### src/rtl/lfsr_crypt_engine.sv
// LFSR stream-cipher engine beside data_mem: encrypts a padded frame or recovers seed/taps and decrypts it.
// <=2 cycles per byte, no backpressure. Define LFSR_CRYPT_STATUS_EN for tap_idx/err outputs and abort-on-miss.
module lfsr_crypt_engine #(
   parameter int W         = 8,
   parameter int ADDR_W    = 8,
   parameter int FRAME_LEN = 64,
   parameter int MSG_LEN   = 41,
   parameter int SRC_BASE  = 0,
   parameter int DST_BASE  = 64,
   parameter int NUM_CAND  = 8,
   parameter int PRE_MIN   = 8,
   parameter logic [W-1:0] PAD = W'(32'h20)
) (
   input  logic                    clk_i,
   input  logic                    reset_i,
   input  logic                    start_i,
   input  logic                    mode_i,
   input  logic [W-1:0]            taps_i,
   input  logic [W-1:0]            seed_i,
   input  logic [ADDR_W-1:0]       pre_len_i,
   input  logic [NUM_CAND*W-1:0]   cand_taps_i,
   output logic [ADDR_W-1:0]       mem_addr_o,
   output logic                    mem_rd_o,
   input  logic [W-1:0]            mem_rdata_i,
   output logic                    mem_we_o,
   output logic [W-1:0]            mem_wdata_o,
   output logic                    busy_o,
   output logic                    done_o
`ifdef LFSR_CRYPT_STATUS_EN
   ,
   output logic [$clog2(NUM_CAND)-1:0] tap_idx_o,
   output logic                    err_o
`endif
);

   localparam int CW    = $clog2(NUM_CAND);
   localparam int CNT_W = ADDR_W + 1;

   typedef logic [CNT_W-1:0]  cnt_t;
   typedef logic [ADDR_W-1:0] addr_t;

   localparam cnt_t           ONE        = cnt_t'(1);
   localparam cnt_t           FRAME_LAST = cnt_t'(FRAME_LEN - 1);
   localparam cnt_t           MSG_LAST   = cnt_t'(MSG_LEN - 1);
   localparam cnt_t           MSG_END    = cnt_t'(MSG_LEN);
   localparam cnt_t           PRE_LAST   = cnt_t'(PRE_MIN - 1);
   localparam addr_t          SRC_A      = addr_t'(SRC_BASE);
   localparam addr_t          DST_A      = addr_t'(DST_BASE);
   localparam logic [CW-1:0]  LAST_CAND  = CW'(NUM_CAND - 1);

   typedef enum logic [3:0] {
      IDLE, E_RD, E_WR, D_SEED_RD, D_SEED_CK, D_SRCH_RD, D_SRCH_CK,
      D_RUN_RD, D_RUN_CK, D_FILL, DONE
   } state_t;

   state_t                state_q, state_d;
   cnt_t                  idx_q, idx_d;
   cnt_t                  n_q, n_d;
   logic [W-1:0]          lfsr_q, lfsr_d;
   logic [W-1:0]          seed_q, seed_d;
   logic [W-1:0]          taps_q, taps_d;
   addr_t                 pre_q, pre_d;
   logic [NUM_CAND*W-1:0] cands_q, cands_d;
   logic [CW-1:0]         cand_q, cand_d;
   logic                  started_q, started_d;
`ifdef LFSR_CRYPT_STATUS_EN
   logic                  err_q, err_d;
`endif

   logic                  rd_c, we_c, wr_msg;
   addr_t                 addr_c;
   logic [W-1:0]          wdata_c, cur_taps, plain;

   function automatic logic [W-1:0] lfsr_step(input logic [W-1:0] s, input logic [W-1:0] t);
      return {s[W-2:0], ^(s & t)};
   endfunction

   function automatic logic in_msg(input cnt_t i, input addr_t pre);
      cnt_t lo;
      lo = {1'b0, pre};
      return (i >= lo) && (i < lo + MSG_END);
   endfunction

   always_comb begin
      state_d   = state_q;
      idx_d     = idx_q;
      n_d       = n_q;
      lfsr_d    = lfsr_q;
      seed_d    = seed_q;
      taps_d    = taps_q;
      pre_d     = pre_q;
      cands_d   = cands_q;
      cand_d    = cand_q;
      started_d = started_q;
`ifdef LFSR_CRYPT_STATUS_EN
      err_d     = err_q;
`endif
      rd_c      = 1'b0;
      we_c      = 1'b0;
      addr_c    = '0;
      wdata_c   = '0;
      wr_msg    = 1'b0;
      cur_taps  = cands_q[cand_q*W +: W];
      plain     = mem_rdata_i ^ lfsr_q;

      case (state_q)
         IDLE, DONE: begin
            if (start_i) begin
               idx_d     = '0;
               n_d       = '0;
               started_d = 1'b0;
               cand_d    = '0;
               cands_d   = cand_taps_i;
`ifdef LFSR_CRYPT_STATUS_EN
               err_d     = 1'b0;
`endif
               if (mode_i) begin
                  state_d = D_SEED_RD;
               end else begin
                  lfsr_d  = seed_i;
                  taps_d  = taps_i;
                  pre_d   = pre_len_i;
                  state_d = in_msg('0, pre_len_i) ? E_RD : E_WR;
               end
            end
         end
         E_RD: begin
            rd_c    = 1'b1;
            addr_c  = SRC_A + addr_t'(idx_q - {1'b0, pre_q});
            state_d = E_WR;
         end
         E_WR: begin
            we_c    = 1'b1;
            addr_c  = DST_A + addr_t'(idx_q);
            wdata_c = (in_msg(idx_q, pre_q) ? mem_rdata_i : PAD) ^ lfsr_q;
            lfsr_d  = lfsr_step(lfsr_q, taps_q);
            idx_d   = idx_q + ONE;
            if (idx_q == FRAME_LAST) state_d = DONE;
            else                     state_d = in_msg(idx_q + ONE, pre_q) ? E_RD : E_WR;
         end
         D_SEED_RD: begin
            rd_c    = 1'b1;
            addr_c  = DST_A;
            state_d = D_SEED_CK;
         end
         D_SEED_CK: begin
            seed_d  = mem_rdata_i ^ PAD;
            lfsr_d  = mem_rdata_i ^ PAD;
            idx_d   = '0;
            state_d = D_SRCH_RD;
         end
         D_SRCH_RD: begin
            rd_c    = 1'b1;
            addr_c  = DST_A + addr_t'(idx_q);
            state_d = D_SRCH_CK;
         end
         D_SRCH_CK: begin
            // Every candidate restarts from the recovered seed; lowest passing index wins.
            if (plain != PAD) begin
               lfsr_d = seed_q;
               idx_d  = '0;
               if (cand_q == LAST_CAND) begin
`ifdef LFSR_CRYPT_STATUS_EN
                  err_d   = 1'b1;
                  state_d = DONE;
`else
                  cand_d  = '0;
                  taps_d  = cands_q[W-1:0];
                  state_d = D_RUN_RD;
`endif
               end else begin
                  cand_d  = cand_q + 1'b1;
                  state_d = D_SRCH_RD;
               end
            end else if (idx_q == PRE_LAST) begin
               taps_d  = cur_taps;
               lfsr_d  = seed_q;
               idx_d   = '0;
               state_d = D_RUN_RD;
            end else begin
               lfsr_d  = lfsr_step(lfsr_q, cur_taps);
               idx_d   = idx_q + ONE;
               state_d = D_SRCH_RD;
            end
         end
         D_RUN_RD: begin
            rd_c    = 1'b1;
            addr_c  = DST_A + addr_t'(idx_q);
            state_d = D_RUN_CK;
         end
         D_RUN_CK: begin
            lfsr_d = lfsr_step(lfsr_q, taps_q);
            idx_d  = idx_q + ONE;
            wr_msg = started_q || (plain != PAD);
            if (wr_msg) begin
               we_c      = 1'b1;
               addr_c    = SRC_A + addr_t'(n_q);
               wdata_c   = plain;
               n_d       = n_q + ONE;
               started_d = 1'b1;
            end
            if (wr_msg && (n_q == MSG_LAST)) state_d = DONE;
            else if (idx_q == FRAME_LAST)    state_d = D_FILL;
            else                             state_d = D_RUN_RD;
         end
         D_FILL: begin
            we_c    = 1'b1;
            addr_c  = SRC_A + addr_t'(n_q);
            wdata_c = PAD;
            n_d     = n_q + ONE;
            if (n_q == MSG_LAST) state_d = DONE;
         end
         default: state_d = IDLE;
      endcase
   end

   always_ff @(posedge clk_i) begin
      if (reset_i) begin
         state_q   <= IDLE;
         idx_q     <= '0;
         n_q       <= '0;
         lfsr_q    <= '0;
         seed_q    <= '0;
         taps_q    <= '0;
         pre_q     <= '0;
         cands_q   <= '0;
         cand_q    <= '0;
         started_q <= 1'b0;
`ifdef LFSR_CRYPT_STATUS_EN
         err_q     <= 1'b0;
`endif
      end else begin
         state_q   <= state_d;
         idx_q     <= idx_d;
         n_q       <= n_d;
         lfsr_q    <= lfsr_d;
         seed_q    <= seed_d;
         taps_q    <= taps_d;
         pre_q     <= pre_d;
         cands_q   <= cands_d;
         cand_q    <= cand_d;
         started_q <= started_d;
`ifdef LFSR_CRYPT_STATUS_EN
         err_q     <= err_d;
`endif
      end
   end

   // Strobes are masked by reset so an abort never lands a write on the reset edge.
   assign mem_we_o    = we_c & ~reset_i;
   assign mem_rd_o    = rd_c & ~reset_i;
   assign mem_addr_o  = addr_c;
   assign mem_wdata_o = wdata_c;
   assign busy_o      = (state_q != IDLE) && (state_q != DONE);
   assign done_o      = (state_q == DONE);
`ifdef LFSR_CRYPT_STATUS_EN
   assign tap_idx_o   = cand_q;
   assign err_o       = err_q;
`endif

endmodule
### config.mk
export PLATFORM = sky130hd
export DESIGN_NAME = lfsr_crypt_engine
export DESIGN_NICKNAME = d
export VERILOG_FILES = /design/src/rtl/lfsr_crypt_engine.sv
export SDC_FILE = /design/constraint.sdc
export NUM_CORES = 1
export LEC_CHECK = 0
export BUFFER_PORTS_ARGS = -buffer_cell sky130_fd_sc_hd__buf_2
export CAP_MARGIN = 30
export CORE_MARGIN = 2
export CORE_UTILIZATION = 57
export CTS_BUF_LIST = sky130_fd_sc_hd__clkbuf_16
export CTS_CLUSTER_SIZE = 25
export DETAILED_ROUTE_END_ITERATION = 6
export GPL_ROUTABILITY_DRIVEN = 0
export PLACE_DENSITY = 0.85
export SYNTH_ARGS = -nofsm -noshare
export SYNTH_HDL_FRONTEND = slang
export SYNTH_SLANG_ARGS = --single-unit
### constraint.sdc
create_clock -name clk_i -period 4.8 [get_ports clk_i]
set_clock_uncertainty 0.05 [all_clocks]
set_input_delay 0.72 -clock clk_i [delete_from_list [all_inputs] [get_ports clk_i]]
set_output_delay 0.72 -clock clk_i [all_outputs]
set_load 0.02 [all_outputs]
Word-level counts from Yosys, hierarchy flattened
Cells that the tools add are included.
W data, S select, Z words.
{"block": "totals", "register_bits": 122}
{"block": "classes", "reduce_logical": 28, "order_cmp": 6, "eq_ne": 23, "shifts": 1, "n_mux": 44, "bitwise_logic": 9, "addsub": 7}
{"op": "$mux W8", "count": 12}
{"op": "$shiftx A64 B7 Y8", "count": 1}
{"op": "$pmux W4 S10", "count": 1}
{"op": "$pmux W8 S5", "count": 1}
{"op": "$mux W9", "count": 4}
{"op": "$pmux W9 S4", "count": 1}
{"op": "$pmux W8 S4", "count": 1}
{"op": "$pmux W9 S3", "count": 1}
{"op": "$mux W4", "count": 6}
{"op": "$pmux W8 S3", "count": 1}
{"op": "$add A8 B6 Y9 const B", "count": 2}
{"op": "$add A9 B1 Y9 const B", "count": 2}
{"op": "$eq A9 B6 Y1 const B", "count": 2}
{"op": "$ge A9 B8 Y1", "count": 2}
{"op": "$lt A9 B9 Y1", "count": 2}
{"op": "$and A8 B8 Y8", "count": 2}
{"op": "$eq A4 B3 Y1 const B", "count": 4}
{"op": "$pmux W8 S2", "count": 1}
{"op": "$reduce_xor A8 Y1", "count": 2}
{"op": "$xor A8 B8 Y8", "count": 2}
{"op": "$reduce_and A3 Y1", "count": 5}
{"op": "$eq A4 B4 Y1 const B", "count": 3}
{"op": "$mux W2", "count": 5}
{"op": "$ne A2 B2 Y1 const B", "count": 5}
{"op": "29 further kinds", "count": 50}

Depth between registers and ports, before layout
{"block": "logic_depth", "word_depth": 7, "ltp_mapped": 12, "depth_no_buf": 12}

Worst setup path before layout
Ideal clock, no wire load.
{"block": "synth_path", "kind": "flip-flop to output port", "from": "register pre_q[0]", "to": "output mem_wdata_o[0]", "required_time_ns": 4.030, "path_slack_ns": 0.992, "t_arrival_ns": 3.038, "path_stages_with_launch": 13, "cell_sequence": "dfxtp_1 ha_1 a21o_2 xnor2_1 ha_1 or3_1 o21ai_0 a21oi_1 a21oi_1 o2bb2ai_1 a2111oi_4 o21ai_0 a221oi_1"}
{"block": "synth_between", "elab_chain_len": 6, "elab_cells_between_ends": 7}
{"element": "start, declared", "line_no": "62", "source": "addr_t pre_q, pre_d;"}
{"element": "start signal, assigned", "line_no": "239", "source": "pre_q <= pre_d;"}
{"element": "$add A8 B6 Y9", "line_no": "81", "source": "return (i >= lo) && (i < lo + MSG_END);"}
{"element": "$lt A9 B9 Y1", "line_no": "81"}
{"element": "$logic_and A1 B1 Y1 *", "line_no": "81"}
{"element": "$mux W8 *", "line_no": "135", "source": "wdata_c = (in_msg(idx_q, pre_q) ? mem_rdata_i : PAD) ^ lfsr_q;"}
{"element": "$xor A8 B8 Y8 *", "line_no": "135"}
{"element": "$pmux W8 S3 *", "line_no": "106", "source": "case (state_q)"}
{"element": "end, declared", "line_no": "26", "source": "output logic [W-1:0] mem_wdata_o,"}
Mark *: on every way between the ends. The rest lies on a longest branch, timed or not.

Worst setup path after layout
{"block": "layout_path", "from": "register pre_q[0]", "to": "output mem_wdata_o[7]"}
Same word-level chain as after synthesis.

==> Flow_metrics.wiki <==
{| class="wikitable"
! Metric !! Value
|-
| Result of the run || finished, final reports clean
|-
| Crit Reg-Reg Startpoint || state_q[3]
|-
| Number of hold violations in the final report || 0
|-
| EDFF count, synth || 0
|-
| Post-layout utilization of the core || between 60% and 70%
|-
| Prevailing post-synth register cell || sky130_fd_sc_hd__dfxtp_1
|-
| Setup repair after global routing missed its margin || no
|-
| Clock root cell || sky130_fd_sc_hd__clkbuf_16
|-
| Gate Count Post-Synth || 950
|-
| Setup TNS || 0 ns
|-
| Y dimension of the die || ~120 µm
|-
| Most used routing layer in global routing || met2
|-
| Setup fix buffers added after clock tree synthesis || 0
|-
| Resized Gates After CTS || 0
|-
| Syn-to-layout area delta || 16.7%
|-
| CTS tree || built
|-
| Mux contribution to synthesized area || under 10%
|-
| Count of placed standard cells including taps || between 1000 and 1500
|-
| Syn Nets || about 1100
|-
| H-tree levels || 4
|-
| Total inserted antenna cells || 0
|-
| PwrDens || ~540 nW/µm²
|-
| Drt total wl || 20.4 mm
|-
| Global-route wire length before repair || 33.1 mm
|-
| Boundary pin count || 120
|-
| Die Width || about 120 µm
|-
| Warnings from Yosys || 0
|-
| Data arrival time at the worst-slack endpoint || roughly 3.8 ns
|-
| Post-placement worst setup slack || ~0.62 ns
|-
| Met1 global-route usage || a little under two fifths
|-
| Most frequent cells in the layout || 197 x sky130_fd_sc_hd__nand2_1, 121 x sky130_fd_sc_hd__dfxtp_1, 118 x sky130_fd_sc_hd__buf_2
|-
| Fin nets || about 1200
|-
| Count of different cell masters after synthesis || 67
|-
| Total setup violations reported at the end of the flow || 0
|-
| Least-Margin Pin Slew || approximately 1.0 ns
|-
| Fraction of registers with async set or reset after synthesis || 0%
|-
| Largest fanout of any net on the critical path || 9
|-
| Area of the multi-input gates || 4520 µm²
|-
| Simple-gate share of the synthesized area || a little over a fifth
|-
| CP startpoint kind || register
|-
| Xor and xnor area share after synthesis || under 10%
|-
| Via count || 7297
|-
| Flip-flop and latch area || between 2000 and 2500 µm²
|-
| Vias in the first global route || between 6000 and 7000
|-
| Worst-case register-to-register setup slack || 1.57 ns
|-
| Hold Path Depth || 2
|-
| Number of antenna violations at the first check in global routing || 0
|-
| Number of clock buffers inserted by TritonCTS || 17
|-
| Maximum root-to-sink buffer count || 2
|-
| Clock-pin slew on the worst setup and hold paths || roughly 0.060 ns
|-
| Number of synthesized register bits || 122
|-
| Placeable Area || between 10000 and 15000 µm²
|-
| Count of cells along the worst register-to-register path || 7
|-
| Remaining global-route overflow || 0
|-
| Lkg Pwr || ~3.4 nW
|-
| Fraction of final layout cells with drive strength greater than 1 || between 10% and 20%
|-
| Total clock sinks || ~120
|-
| Most common cell after layout, fill and taps aside || sky130_fd_sc_hd__nand2_1
|-
| Adder-cell share of the synthesized area || under 10%
|-
| Fraction of the yosys area taken by sequential cells || between 30% and 40%
|-
| Met2 track demand over resource in global routing || a little under half
|-
| Worst hold start || cands_q[9]
|-
| Worst slew margin relative to its limit || roughly 32%
|-
| Type of the worst setup path || reg -> out
|-
| Initial Utilization || ~58%
|-
| All-Layer GR Usage || between 20 and 30%
|-
| Later-pin clock latency in the skew report || 0.43 ns
|-
| # fillers || 1051
|-
| Area enclosed by the die boundary || 13800 µm²
|-
| Number of slew-limit violations in the final report || 0
|-
| Number of standard-cell rows in the floorplan || 41
|-
| Compound-cell area share of the yosys netlist || 21.5%
|-
| Final HPWL DP || between 10 and 15 mm
|-
| Mapped cell area || between 7000 and 8000 µm²
|-
| # DRC || 0
|-
| Main combinational cell family by area after synthesis || compound AO/OA/AOI/OAI gates
|-
| Input/output buffers || 119
|-
| Final worst path period share || between 90% and 100%
|-
| Met3 Use GR || just over 7%
|-
| Worst flop-to-flop path endpoint || n_q[5]
|-
| Post-DRT Antenna Nets || 0
|-
| Fin cells || between 1000 and 1500
|-
| End of the worst hold path || cands_q[9]
|-
| Detailed-router iteration count before antenna repair || 7
|-
| Worst voltage drop across the vdd grid || 0.363 mV
|-
| Reported max-cap violation count || 0
|-
| Kind of end point of the critical path || output port
|-
| Average wire per cell in the routed design || 16.6 µm
|-
| Initial detailed-routing violation count || 765
|-
| Cts-stage hold buffer count || 0
|-
| Pin count of the biggest net entering global routing || between 90 and 100
|-
| Minimum setup slack in the final design || between 0.2 and 0.25 ns
|-
| Clock period minus final worst setup slack || between 4 and 5 ns
|-
| Maximum frequency from static timing analysis || 219 MHz
|-
| CP required || just over 4 ns
|-
| Path type of the worst min-delay path || reg -> reg
|-
| Power, Total || 0.00464 W
|-
| Via density per instance || roughly 6.0
|-
| Average cell area after synthesis || 7.73 µm²
|}
worst max-delay path, cell delays in order (launching register included):
cell,delay [ns]
sky130_fd_sc_hd__dfxtp_1,0.38
sky130_fd_sc_hd__ha_1,0.25
sky130_fd_sc_hd__a21o_2,0.23
sky130_fd_sc_hd__xnor2_1,0.22
sky130_fd_sc_hd__ha_1,0.28
sky130_fd_sc_hd__or3_1,0.31
sky130_fd_sc_hd__o21ai_0,0.10
sky130_fd_sc_hd__a21oi_1,0.08
sky130_fd_sc_hd__a21oi_1,0.16
sky130_fd_sc_hd__o2bb2ai_1,0.11
sky130_fd_sc_hd__a2111oi_4,0.34
sky130_fd_sc_hd__buf_4,0.22
sky130_fd_sc_hd__o21ai_0,0.10
sky130_fd_sc_hd__a221oi_1,0.36
sky130_fd_sc_hd__buf_2,0.24
flip-flops by register name, indices dropped and copies added (netlist names):
| signal | cells |
|---|---|
| started_q | 1 |
| seed_q | 8 |
| pre_q | 8 |
| idx_q | 9 |
| taps_q | 8 |
| state_q | 4 |
| cand_q | 3 |
| cands_q | 64 |
| lfsr_q | 8 |
| n_q | 9 |
cells by family (layout without fill, tap and decap cells):
family	after synthesis	in the layout
simple gates	358	358
compound gates	245	245
flops	122	122
buf+inv	93	196
xor+xnor	46	46
mux	46	46
fa+ha+maj	40	40
layer usage:
layer | vias to the layer above | wire length [µm]
met4 | 0 | 607
met2 | 352 | 9560
met3 | 49 | 1700
met5 | - | 0
met1 | 3373 | 8520
li1 | 3523 | -
worst max-delay path by stage:
stage             start        endpoint  slack (ns)  cells past startpoint
4_1_cts        pre_q[0]  mem_wdata_o[7]        0.12                     13
2_1_floorplan  pre_q[0]  mem_wdata_o[0]        0.99                     12
5_1_grt        pre_q[0]  mem_wdata_o[7]        0.04                     14
6_report       pre_q[0]  mem_wdata_o[7]        0.24                     14
3_3_place_gp   pre_q[0]  mem_wdata_o[7]        0.80                     13
3_5_place_dp   pre_q[0]  mem_wdata_o[7]        0.62                     13
layout make-up:
cell class | count | share of cell area (%)
multi-input combinational | 735 | 52.8
sequential | 122 | 28.5
timing repair buffer | 125 | 7.50
clock buffer | 17 | 4.96
tap | 172 | 2.51
clock inverter | 15 | 2.00
inverter | 39 | 1.71
per-stage QoR:
step           instance area [µm²]  hold WS (ns)
2_1_floorplan                 7350         0.383
3_3_place_gp                  7970         0.391
4_1_cts                       8560         0.405
5_1_grt                       8570         0.415
6_report                      8570         0.404
3_5_place_dp                  7970         0.396
cells in the mapped netlist, types with 16 or more instances:
cell | count | area [µm²]
sky130_fd_sc_hd__nor2_1 | 72 | 270
sky130_fd_sc_hd__a221oi_1 | 19 | 166
sky130_fd_sc_hd__a22oi_1 | 16 | 120
sky130_fd_sc_hd__dfxtp_1 | 122 | 2440
sky130_fd_sc_hd__xnor2_1 | 32 | 280
sky130_fd_sc_hd__mux2i_1 | 39 | 390
sky130_fd_sc_hd__clkbuf_1 | 30 | 113
sky130_fd_sc_hd__ha_1 | 39 | 488
sky130_fd_sc_hd__nand3_1 | 23 | 115
sky130_fd_sc_hd__inv_1 | 38 | 143
sky130_fd_sc_hd__o21ai_0 | 35 | 175
sky130_fd_sc_hd__a21oi_1 | 102 | 510
sky130_fd_sc_hd__nand2_1 | 198 | 743
where the power goes:
part / leakage (nW) / internal (W) / switching [W] / total [W]
sequential: 0.996 / 0.00122 / 0.000236 / 0.00146
combinational: 2.15 / 0.000701 / 0.00117 / 0.00187
clock: 0.289 / 0.000814 / 0.000490 / 0.00130
No activity file was read; power rests on OpenSTA's default activity.
